===== src/rtl/riscv_lsu_if.sv =====
// Execute-to-LSU request/response signals plus the LSU data-memory bus, bundled as one port.
// Latency: none, wiring only.
// Backpressure: request side uses valid/ready; bus side holds req until ack, err or timeout.
interface riscv_lsu_if #(
    parameter int XLEN = 32
);
    // Execute-stage request and writeback response
    logic            i_lsu_valid;
    logic            o_lsu_ready;
    logic            i_lsu_we;
    logic [2:0]      i_lsu_funct3;
    logic [XLEN-1:0] i_lsu_addr;
    logic [XLEN-1:0] i_lsu_wdata;
    logic [XLEN-1:0] o_lsu_rdata;
    logic            o_lsu_done;
    logic            o_lsu_err;
    logic            o_lsu_misalign;

    // Data-memory bus
    logic            o_dmem_req;
    logic            o_dmem_we;
    logic [XLEN-1:0] o_dmem_addr;
    logic [XLEN-1:0] o_dmem_wdata;
    logic [3:0]      o_dmem_be;
    logic            i_dmem_ack;
    logic [XLEN-1:0] i_dmem_rdata;
    logic            i_dmem_err;

    // Core pipeline and memory model side
    modport master (
        output i_lsu_valid, i_lsu_we, i_lsu_funct3, i_lsu_addr, i_lsu_wdata,
        input  o_lsu_ready, o_lsu_rdata, o_lsu_done, o_lsu_err, o_lsu_misalign,
        input  o_dmem_req, o_dmem_we, o_dmem_addr, o_dmem_wdata, o_dmem_be,
        output i_dmem_ack, i_dmem_rdata, i_dmem_err
    );

    // Load/store unit side
    modport slave (
        input  i_lsu_valid, i_lsu_we, i_lsu_funct3, i_lsu_addr, i_lsu_wdata,
        output o_lsu_ready, o_lsu_rdata, o_lsu_done, o_lsu_err, o_lsu_misalign,
        output o_dmem_req, o_dmem_we, o_dmem_addr, o_dmem_wdata, o_dmem_be,
        input  i_dmem_ack, i_dmem_rdata, i_dmem_err
    );
endinterface


===== src/rtl/riscv_lsu.sv =====
// RV32I load/store unit: one req/ack bus access per op, byte enables, load extension, timeout. Optional macro LSU_MISALIGN_TRAP_EN.
// Latency: accept at edge 0, req from cycle 1, ack at edge N gives done in cycle N+1 (min 2 cycles; issue every 3).
// Backpressure: ready only in IDLE; bus req held until ack, err or BUS_TIMEOUT BUSY cycles.
module riscv_lsu #(
    parameter int BUS_TIMEOUT = 255
) (
    input  logic         i_clk,
    input  logic         i_rstn,
    riscv_lsu_if.slave   bus
);
    localparam logic [1:0] S_IDLE = 2'd0;
    localparam logic [1:0] S_BUSY = 2'd1;
    localparam logic [1:0] S_RESP = 2'd2;
    localparam logic [7:0] TMO_LAST = 8'(BUS_TIMEOUT - 1);

    logic [1:0]  state;
    logic        we_q;
    logic [2:0]  funct3_q;
    logic [1:0]  off_q;
    logic [7:0]  tmo_cnt;
    logic        ready_q, done_q, err_q, req_q, dmem_we_q;
    logic [31:0] rdata_q, dmem_addr_q, dmem_wdata_q;
    logic [3:0]  dmem_be_q;

    // Request-side decode: access size from funct3[1:0]; 011/110/111 fall into the word case
    logic        is_byte, is_half;
    logic [1:0]  off_al;
    logic [3:0]  be_n;
    logic [31:0] wdata_n;
    assign is_byte = (bus.i_lsu_funct3[1:0] == 2'b00);
    assign is_half = (bus.i_lsu_funct3[1:0] == 2'b01);

`ifdef LSU_MISALIGN_TRAP_EN
    logic req_misal;
    logic misal_q;
    assign req_misal = (is_half && bus.i_lsu_addr[0]) ||
                       (!is_byte && !is_half && (bus.i_lsu_addr[1:0] != 2'b00));
`endif

    // Force natural alignment of the lane offset, then build byte enables and replicated store data
    always_comb begin
        off_al  = bus.i_lsu_addr[1:0];
        be_n    = 4'b1111;
        wdata_n = bus.i_lsu_wdata;
        if (is_half) begin
            off_al[0] = 1'b0;
        end else if (!is_byte) begin
            off_al = 2'b00;
        end
        if (bus.i_lsu_we) begin
            if (is_byte) begin
                be_n    = 4'b0001 << off_al;
                wdata_n = {4{bus.i_lsu_wdata[7:0]}};
            end else if (is_half) begin
                be_n    = off_al[1] ? 4'b1100 : 4'b0011;
                wdata_n = {2{bus.i_lsu_wdata[15:0]}};
            end
        end
    end

    // Load lane selection and sign/zero extension from the latched offset and funct3
    logic [7:0]  ld_byte;
    logic [15:0] ld_half;
    logic [31:0] ld_ext;
    always_comb begin
        case (off_q)
            2'd0:    ld_byte = bus.i_dmem_rdata[7:0];
            2'd1:    ld_byte = bus.i_dmem_rdata[15:8];
            2'd2:    ld_byte = bus.i_dmem_rdata[23:16];
            default: ld_byte = bus.i_dmem_rdata[31:24];
        endcase
        ld_half = off_q[1] ? bus.i_dmem_rdata[31:16] : bus.i_dmem_rdata[15:0];
        case (funct3_q[1:0])
            2'b00:   ld_ext = {{24{~funct3_q[2] & ld_byte[7]}}, ld_byte};
            2'b01:   ld_ext = {{16{~funct3_q[2] & ld_half[15]}}, ld_half};
            default: ld_ext = bus.i_dmem_rdata;
        endcase
    end

    logic tmo_hit;
    assign tmo_hit = (tmo_cnt == TMO_LAST);

    // Control FSM plus all registered outputs; reset drops req asynchronously
    always_ff @(posedge i_clk or negedge i_rstn) begin
        if (!i_rstn) begin
            state        <= S_IDLE;
            we_q         <= 1'b0;
            funct3_q     <= 3'b000;
            off_q        <= 2'b00;
            tmo_cnt      <= 8'd0;
            ready_q      <= 1'b1;
            done_q       <= 1'b0;
            err_q        <= 1'b0;
            req_q        <= 1'b0;
            dmem_we_q    <= 1'b0;
            rdata_q      <= 32'd0;
            dmem_addr_q  <= 32'd0;
            dmem_wdata_q <= 32'd0;
            dmem_be_q    <= 4'd0;
`ifdef LSU_MISALIGN_TRAP_EN
            misal_q      <= 1'b0;
`endif
        end else begin
            case (state)
                S_IDLE: begin
                    if (bus.i_lsu_valid) begin
                        we_q         <= bus.i_lsu_we;
                        funct3_q     <= bus.i_lsu_funct3;
                        off_q        <= off_al;
                        dmem_addr_q  <= {bus.i_lsu_addr[31:2], 2'b00};
                        dmem_be_q    <= be_n;
                        dmem_wdata_q <= wdata_n;
                        dmem_we_q    <= bus.i_lsu_we;
                        tmo_cnt      <= 8'd0;
                        ready_q      <= 1'b0;
`ifdef LSU_MISALIGN_TRAP_EN
                        if (req_misal) begin
                            state   <= S_RESP;
                            done_q  <= 1'b1;
                            misal_q <= 1'b1;
                        end else
`endif
                        begin
                            state <= S_BUSY;
                            req_q <= 1'b1;
                        end
                    end
                end
                S_BUSY: begin
                    tmo_cnt <= tmo_cnt + 8'd1;
                    if (bus.i_dmem_err || bus.i_dmem_ack || tmo_hit) begin
                        state  <= S_RESP;
                        req_q  <= 1'b0;
                        done_q <= 1'b1;
                        err_q  <= bus.i_dmem_err || !bus.i_dmem_ack;
                        if (!we_q) begin
                            rdata_q <= (bus.i_dmem_ack && !bus.i_dmem_err) ? ld_ext : 32'd0;
                        end
                    end
                end
                default: begin
                    state   <= S_IDLE;
                    ready_q <= 1'b1;
                    done_q  <= 1'b0;
                    err_q   <= 1'b0;
`ifdef LSU_MISALIGN_TRAP_EN
                    misal_q <= 1'b0;
`endif
                end
            endcase
        end
    end

    assign bus.o_lsu_ready  = ready_q;
    assign bus.o_lsu_done   = done_q;
    assign bus.o_lsu_err    = err_q;
    assign bus.o_lsu_rdata  = rdata_q;
    assign bus.o_dmem_req   = req_q;
    assign bus.o_dmem_we    = dmem_we_q;
    assign bus.o_dmem_addr  = dmem_addr_q;
    assign bus.o_dmem_wdata = dmem_wdata_q;
    assign bus.o_dmem_be    = dmem_be_q;
`ifdef LSU_MISALIGN_TRAP_EN
    assign bus.o_lsu_misalign = misal_q;
`else
    assign bus.o_lsu_misalign = 1'b0;
`endif
endmodule


===== src/flat_wrapper.sv =====
// flat-port wrapper written by rule: the top's interface ports become plain ports
module riscv_lsu_flat 
#(
    parameter int BUS_TIMEOUT = 255
)
  (i_clk, i_rstn, bus_i_lsu_valid, bus_i_lsu_we, bus_i_lsu_funct3, bus_i_lsu_addr, bus_i_lsu_wdata, bus_o_lsu_ready, bus_o_lsu_rdata, bus_o_lsu_done, bus_o_lsu_err, bus_o_lsu_misalign, bus_o_dmem_req, bus_o_dmem_we, bus_o_dmem_addr, bus_o_dmem_wdata, bus_o_dmem_be, bus_i_dmem_ack, bus_i_dmem_rdata, bus_i_dmem_err);
  riscv_lsu_if bus_i ();
  input  logic i_clk;
  input  logic i_rstn;
  input wire logic [$bits(bus_i.i_lsu_valid)-1:0] bus_i_lsu_valid;
  input wire logic [$bits(bus_i.i_lsu_we)-1:0] bus_i_lsu_we;
  input wire logic [$bits(bus_i.i_lsu_funct3)-1:0] bus_i_lsu_funct3;
  input wire logic [$bits(bus_i.i_lsu_addr)-1:0] bus_i_lsu_addr;
  input wire logic [$bits(bus_i.i_lsu_wdata)-1:0] bus_i_lsu_wdata;
  output wire logic [$bits(bus_i.o_lsu_ready)-1:0] bus_o_lsu_ready;
  output wire logic [$bits(bus_i.o_lsu_rdata)-1:0] bus_o_lsu_rdata;
  output wire logic [$bits(bus_i.o_lsu_done)-1:0] bus_o_lsu_done;
  output wire logic [$bits(bus_i.o_lsu_err)-1:0] bus_o_lsu_err;
  output wire logic [$bits(bus_i.o_lsu_misalign)-1:0] bus_o_lsu_misalign;
  output wire logic [$bits(bus_i.o_dmem_req)-1:0] bus_o_dmem_req;
  output wire logic [$bits(bus_i.o_dmem_we)-1:0] bus_o_dmem_we;
  output wire logic [$bits(bus_i.o_dmem_addr)-1:0] bus_o_dmem_addr;
  output wire logic [$bits(bus_i.o_dmem_wdata)-1:0] bus_o_dmem_wdata;
  output wire logic [$bits(bus_i.o_dmem_be)-1:0] bus_o_dmem_be;
  input wire logic [$bits(bus_i.i_dmem_ack)-1:0] bus_i_dmem_ack;
  input wire logic [$bits(bus_i.i_dmem_rdata)-1:0] bus_i_dmem_rdata;
  input wire logic [$bits(bus_i.i_dmem_err)-1:0] bus_i_dmem_err;
  assign bus_i.i_lsu_valid = bus_i_lsu_valid;
  assign bus_i.i_lsu_we = bus_i_lsu_we;
  assign bus_i.i_lsu_funct3 = bus_i_lsu_funct3;
  assign bus_i.i_lsu_addr = bus_i_lsu_addr;
  assign bus_i.i_lsu_wdata = bus_i_lsu_wdata;
  assign bus_o_lsu_ready = bus_i.o_lsu_ready;
  assign bus_o_lsu_rdata = bus_i.o_lsu_rdata;
  assign bus_o_lsu_done = bus_i.o_lsu_done;
  assign bus_o_lsu_err = bus_i.o_lsu_err;
  assign bus_o_lsu_misalign = bus_i.o_lsu_misalign;
  assign bus_o_dmem_req = bus_i.o_dmem_req;
  assign bus_o_dmem_we = bus_i.o_dmem_we;
  assign bus_o_dmem_addr = bus_i.o_dmem_addr;
  assign bus_o_dmem_wdata = bus_i.o_dmem_wdata;
  assign bus_o_dmem_be = bus_i.o_dmem_be;
  assign bus_i.i_dmem_ack = bus_i_dmem_ack;
  assign bus_i.i_dmem_rdata = bus_i_dmem_rdata;
  assign bus_i.i_dmem_err = bus_i_dmem_err;
  riscv_lsu #(.BUS_TIMEOUT(BUS_TIMEOUT)) u_core (.i_clk(i_clk), .i_rstn(i_rstn), .bus(bus_i));
endmodule

===== config.mk =====
export PLATFORM = sky130hd
export DESIGN_NAME = riscv_lsu_flat
export DESIGN_NICKNAME = d
export VERILOG_FILES = /design/src/rtl/riscv_lsu_if.sv /design/src/rtl/riscv_lsu.sv /design/src/flat_wrapper.sv
export SDC_FILE = /design/constraint.sdc
export NUM_CORES = 1
export LEC_CHECK = 0
export ABC_AREA = 1
export CAP_MARGIN = 30
export CORE_UTILIZATION = 44
export CTS_BUF_LIST = sky130_fd_sc_hd__clkbuf_16
export DETAILED_ROUTE_END_ITERATION = 8
export PLACE_DENSITY = 0.86
export SKIP_LAST_GASP = 1
export SLEW_MARGIN = 15
export SYNTH_ARGS = -nofsm -noshare
export SYNTH_HDL_FRONTEND = slang
export SYNTH_SLANG_ARGS = --single-unit

===== constraint.sdc =====
create_clock -name i_clk -period 1.8 [get_ports i_clk]
set_input_delay 0.18 -clock i_clk [delete_from_list [all_inputs] [get_ports i_clk]]
set_output_delay 0.18 -clock i_clk [all_outputs]
set_load 0.02 [all_outputs]

==> flow_metrics.env, run 1 <==
export IMPL_ys_types=32
export IMPL_synth_most_common_cell="nand2_1"
export IMPL_period_needed_ns=1.72
export IMPL_clkTransAtPathRegs_ns=0.06
export IMPL_async_reset_ff_share_pct=100
export IMPL_cap_violations=0
export IMPL_ir_drop_mv=0.782
export IMPL_synth_top_area_cell="dfrtp_1"
export IMPL_post_route_period_util_pct=95.5
export IMPL_num_io_pins=211
export IMPL_critical_path_required_ns=1.62
export IMPL_final_seq_area_um2=2950
export IMPL_vias=5514
export IMPL_coreArea_um2=12200
export IMPL_finalSetupTns_ns=0
export IMPL_hold_viol=0
export IMPL_combPwrFrac_pct=41.6
export IMPL_fin_hold_ws_ns=0.294
export IMPL_grt_pass1_vias=5393
export IMPL_postLayoutCoreUtil_pct=69.5
export IMPL_clockRootBuffer="clkbuf_16"
export IMPL_power_frac_seq_pct=33.0
export IMPL_clkPwrFrac_pct=25.4
export IMPL_cellInternalPower_mw=7.97
export IMPL_antenna_cells=0
export IMPL_synthToLayoutAreaGrowth_pct=52.7
export IMPL_dr_pass1_iters=5
export IMPL_grt_pass1_wl_um=27100
export IMPL_netlist_top_cells_area="dfrtp_1 (53%), nand2_1 (21%), nor2_1 (5.2%), o21ai_0 (2.8%), a21oi_1 (2.5%)"
export IMPL_row_count=40
export IMPL_fmax_ghz=0.582
export IMPL_outcome="complete, no violations"
export IMPL_arrival_ns=1.54
export IMPL_worstMarginPinSlew_ns=0.501
export IMPL_antenna_found_initial=0
export IMPL_placed_cells=1076
export IMPL_drtAntennaViolNets=0
export IMPL_htree_num_levels=4
export IMPL_nets=1035
export IMPL_rsz0062_at_grt="no"
export IMPL_fillers=993
export IMPL_yosys_register_bits=118
export IMPL_drtIter0Drc=442
export IMPL_setup_viol=0
export IMPL_path_cells="clkdlybuf4s50_1"
export IMPL_routed_wl_um=16800
export IMPL_cts_path_max_buffers=2
export IMPL_avgSynthCellArea_um2=7.75
export IMPL_grt_max_degree=46
export IMPL_cts_tree="built"
export IMPL_port_buffer_count=207
export IMPL_swShare_pct=36.9
export IMPL_die_h_um=114
export IMPL_clkSinkCount=118
export IMPL_start_util_pct=45.5
export IMPL_crit_path_top_delay_cell="clkdlybuf4s50_1"
export IMPL_cp_top_family="buffers and inverters"
export IMPL_fin_skew_ns=0.0172
export IMPL_die_w_um=114
export IMPL_path_buf_inv=1
export IMPL_synth_ff_type="dfrtp_1"
export IMPL_critPathLaunchType="flop"
export IMPL_cellPowerDensity_nw_per_um2=1490
export IMPL_routed_via_density=4.97
export IMPL_design_die_area_um2=13000
export IMPL_yosysSeqAreaShare_pct=53.4
export IMPL_grt_use_total_pct=27.0
export IMPL_synth_warnings=0
export IMPL_crit_fanout=2
export IMPL_overflow=0
export IMPL_critPathKind="flop to output port"
export IMPL_clock_latency_ns=0.41
export IMPL_slowest_delay_ns=0.60
export IMPL_synth_top_cell_area_share_pct=52.9
export IMPL_multi_input_area_um2=2240
export IMPL_finalPower_mw=12.6
export IMPL_synth_edf_count=0
export IMPL_dp_hpwl_um=12300
export IMPL_hold_path_class="input pin to async pin"
export IMPL_cp_end_kind="output port"
export IMPL_switchingPower_mw=4.66
export IMPL_drc=0
export IMPL_syn_cell_area_um2=5540
export IMPL_power_static_leakage_nw=4.11
export IMPL_slew_limit_headroom_pct=66.6
export IMPL_layout_cells_non_filler=1109
export IMPL_drv_slew=0
export IMPL_syn_inst=714
export IMPL_final_layout_size_suffix_gt1_share_pct=8.29
export IMPL_cts_buffers=17
export IMPL_synthTopCellsByCount="nand2_1 (310), dfrtp_1 (117), nor2_1 (77)"
export IMPL_place_congestion=0.884
export IMPL_wl_per_cell_um=15.1
-- area by class of cell --
class | count | area share, %
inverters | 40 | 1.81
clock buffers | 17 | 5.03
well taps | 168 | 2.49
flip-flops and latches | 118 | 35.0
multi-input cells | 522 | 26.6
clock inverters | 15 | 1.66
repair buffers | 229 | 27.5
-- state kept, by name, summed over array words and instances (netlist names) --
| signal | flops |
|---|---|
| u_core.bus.o_dmem_be | 4 |
| u_core.bus.o_dmem_req | 1 |
| u_core.off_q | 2 |
| u_core.bus.o_lsu_done | 1 |
| u_core.we_q | 1 |
| u_core.state | 2 |
| u_core.bus.o_lsu_rdata | 32 |
| u_core.bus.o_lsu_ready | 1 |
| u_core.bus.o_dmem_wdata | 32 |
| u_core.bus.o_lsu_err | 1 |
| u_core.funct3_q | 3 |
| u_core.tmo_cnt | 8 |
| u_core.bus.o_dmem_addr | 30 |
-- kinds of logic (layout without fill, tap and decap cells) --
group | after synthesis | in the layout | synth area share [%]
and+or+nand+nor | 434 | 434 | 31.6
adders and majority gates | 2 | 2 | 0.452
buffers and inverters | 76 | 301 | 6.33
other | 1 | 3 | 0.0677
AOI/OAI and AO/OA | 83 | 83 | 8.23
DFF | 118 | 118 | 53.4
-- worst paths after layout --
kind	from	end	slack, ns	cells after the start
min reg2reg	u_core.bus.o_dmem_addr[31]	u_core.bus.o_dmem_addr[31]	0.48	2
max in group asynchronous	i_rstn	u_core.bus.o_lsu_ready	0.85	3
max	u_core.bus.o_lsu_ready	bus_o_lsu_ready	0.08	1
min in group i_clk	bus_i_lsu_addr[18]	u_core.bus.o_dmem_addr[18]	0.31	3
max reg2reg	u_core.off_q[1]	u_core.bus.o_lsu_rdata[4]	0.20	6
min	i_rstn	u_core.bus.o_lsu_rdata[20]	0.29	2
-- power by group through the flow --
stage | clock network (mW) | logic, mW | registers [mW]
6_report | 3.21 | 5.25 | 4.17
4_1_cts | 3.26 | 5.28 | 4.17
5_1_grt | 3.39 | 5.67 | 4.28
3_5_place_dp | 0 | 5.25 | 4.18
3_3_place_gp | 0 | 5.17 | 4.16
2_1_floorplan | 0 | 1.65 | 5.13
-- through the flow --
| stage | area (um2) | worst slack, ns |
|---|---|---|
| after detailed placement | 7870 | 0.0176 |
| after global routing | 8450 | 0.0511 |
| after floorplan | 5540 | 0.383 |
| after global placement | 7870 | 0.127 |
| after CTS | 8450 | 0.0670 |
| final | 8450 | 0.0818 |
-- cell usage in the layout, fill, tap and decap left out --
master / n
nand2_1: 309
clkdlybuf4s50_1: 206
dfrtp_1: 117
nor2_1: 76
inv_1: 39
o21ai_0: 31
a21oi_1: 28
nand3_1: 22
clkbuf_16: 17
buf_4: 15
a31oi_1: 12
nor2_2: 9
or2_2: 7
buf_12: 7
clkinv_2: 4
o22a_1: 3
o22ai_1: 3
o21ai_1: 3
conb_1: 3
clkinvlp_4: 3
inv_2: 2
nand2_2: 2
nor2_4: 2
nand3_2: 2
nand4_1: 2
and2_1: 2
ha_1: 2
clkinv_4: 2
bufinv_16: 2
a22oi_1: 1
inv_4: 1
nand3_4: 1
a41oi_1: 1
o221ai_1: 1
inv_6: 1
clkinv_1: 1
dlygate4sd3_1: 1
dfstp_2: 1
-- layer usage --
layer	global-route usage, %	share of wire [%]
met5	0	0
met4	6.84	1.2
met3	8.84	8.6
met2	45.8	50
met1	33.2	41
-- repair_timing --
item	in CTS	in global routing
setup endpoints to repair	0	2
hold buffers	1	0
setup buffers	0	0
endpoints found under the hold margin	32	0
gates resized for setup	0	1
Power figures use the tool's default switching activity.
==> run 2, diff against run 1 <==
GPL_TIMING_DRIVEN = 0   (was not set)
==> run 2 against run 1 <==
  * Die area stayed put
  * Utilization decreased by 0.082 points
  * Largest power group unchanged
  * Clock skew shrank 0.0065 ns
==> flow_metrics.env, run 2 (synthesized netlist as in run 1, its figures left out) <==
export IMPL_outcome="complete, no violations"
export IMPL_final_seq_area_um2=2950
export IMPL_power_static_leakage_nw=4.12
export IMPL_multi_input_area_um2=2240
export IMPL_htree_num_levels=4
export IMPL_drtAntennaViolNets=0
export IMPL_final_common_cell="nand2_1"
export IMPL_hold_path_class="input pin to flop"
export IMPL_worstMarginPinSlew_ns=0.545
export IMPL_die_w_um=114
export IMPL_grt_use_total_pct=27.5
export IMPL_clkTransAtPathRegs_ns=0.06
export IMPL_synthToLayoutAreaGrowth_pct=52.5
export IMPL_grt_pass1_vias=5406
export IMPL_nets=1050
export IMPL_critPathLaunchType="flop"
export IMPL_cp_end_kind="output port"
export IMPL_drtIter0Drc=395
export IMPL_slowest_delay_ns=0.59
export IMPL_design_die_area_um2=13000
export IMPL_clkSinkCount=118
export IMPL_cts_buffers=17
export IMPL_dr_pass1_iters=6
export IMPL_num_io_pins=211
export IMPL_wl_per_cell_um=15.3
export IMPL_post_route_period_util_pct=95.2
export IMPL_arrival_ns=1.53
export IMPL_fin_skew_ns=0.0107
export IMPL_antenna_found_initial=0
export IMPL_finalSetupTns_ns=0
export IMPL_die_h_um=114
export IMPL_overflow=0
export IMPL_cts_tree="built"
export IMPL_rsz0062_at_grt="yes"
export IMPL_routed_wl_um=17200
export IMPL_path_cells="clkdlybuf4s50_1"
export IMPL_drv_slew=0
export IMPL_cp_top_family="buffers and inverters"
export IMPL_antenna_cells=0
export IMPL_fin_hold_ws_ns=0.157
export IMPL_finalPower_mw=12.7
export IMPL_crit_path_top_delay_cell="clkdlybuf4s50_1"
export IMPL_cellPowerDensity_nw_per_um2=1510
export IMPL_place_congestion=0.968
export IMPL_grt_max_degree=86
export IMPL_cap_violations=0
export IMPL_port_buffer_count=206
export IMPL_critical_path_required_ns=1.62
export IMPL_hold_viol=0
export IMPL_drc=0
export IMPL_clock_latency_ns=0.41
export IMPL_dp_hpwl_um=12500
export IMPL_fillers=960
export IMPL_critPathKind="flop to output port"
export IMPL_start_util_pct=45.5
export IMPL_cts_path_max_buffers=2
export IMPL_setup_viol=0
export IMPL_row_count=40
export IMPL_grt_pass1_wl_um=27300
export IMPL_fmax_ghz=0.584
export IMPL_coreArea_um2=12200
export IMPL_ir_drop_mv=0.952
export IMPL_postLayoutCoreUtil_pct=69.4
export IMPL_slew_limit_headroom_pct=63.7
export IMPL_crit_fanout=2
export IMPL_final_layout_size_suffix_gt1_share_pct=8.89
export IMPL_clockRootBuffer="clkbuf_16"
export IMPL_vias=5665
export IMPL_routed_via_density=5.04
export IMPL_most_common_layout_cells="nand2_1 (310), clkdlybuf4s50_1 (205), dfrtp_1 (117)"
export IMPL_period_needed_ns=1.71
export IMPL_path_buf_inv=1
## run 2: path summary, 6_finish.rpt
| kind | startpoint | endpoint | slack, ns | cells after the start |
|---|---|---|---|---|
| setup reg to reg | u_core.state[1] | u_core.bus.o_dmem_addr[21] | 0.16 | 7 |
| hold reg to reg | u_core.bus.o_dmem_addr[28] | u_core.bus.o_dmem_addr[28] | 0.48 | 2 |
| setup / recovery | u_core.bus.o_lsu_ready | bus_o_lsu_ready | 0.09 | 1 |
| hold / removal | bus_i_lsu_funct3[0] | u_core.bus.o_dmem_wdata[29] | 0.16 | 3 |
| max in group asynchronous | i_rstn | u_core.bus.o_dmem_be[3] | 0.86 | 3 |
| min in group asynchronous | i_rstn | u_core.bus.o_lsu_rdata[18] | 0.23 | 2 |
## run 2: power by group
part	switching (mW)	leakage, nW	internal (mW)	total, mW
clock network	1.27	0.281	2.04	3.31
registers	0.582	1.47	3.57	4.15
logic	2.90	2.37	2.35	5.25
## run 2: routing by layer
metal / vias up / wire length, um / GRT usage [%]
met2: 303 / 8300 / 45.9
met1: 2628 / 6820 / 33.3
met4: 0 / 363 / 9.00
met3: 33 / 1710 / 9.48
li1: 2701 / - / -
met5: - / 0 / 0
## run 2: worst reg2reg max path, cell delays in order (launching register included)
cell	delay (ns)
dfrtp_1	0.43
nor2_1	0.16
nand2_1	0.11
inv_2	0.17
buf_2	0.28
buf_2	0.26
nand2_1	0.09
nand2_1	0.07
## run 2: what timing repair did
action | in CTS | in global routing
setup endpoints to repair | 0 | 30
setup buffers | 0 | 0
gates resized for setup | 0 | 9
hold buffers | 1 | 0
hold endpoints to repair | 33 | 0
## run 2: cell type report
class                      count  area share, %
clock inverter                15           1.84
buffer                        36           2.42
timing repair buffer         208           24.9
clock buffer                  17           5.04
tap                          168           2.49
multi-input combinational    522           26.5
sequential                   118           35.0
inverter                      40           1.81
## run 2: per-stage QoR
step	instance area (um2)	setup WS, ns	std cells
detailed placement	7850	-0.102	1091
global placement	7820	-4.01	1090
global route	8440	-0.0181	1124
floorplan	5540	0.383	716
finish	8440	0.0869	1124
CTS	8440	0.00648	1124
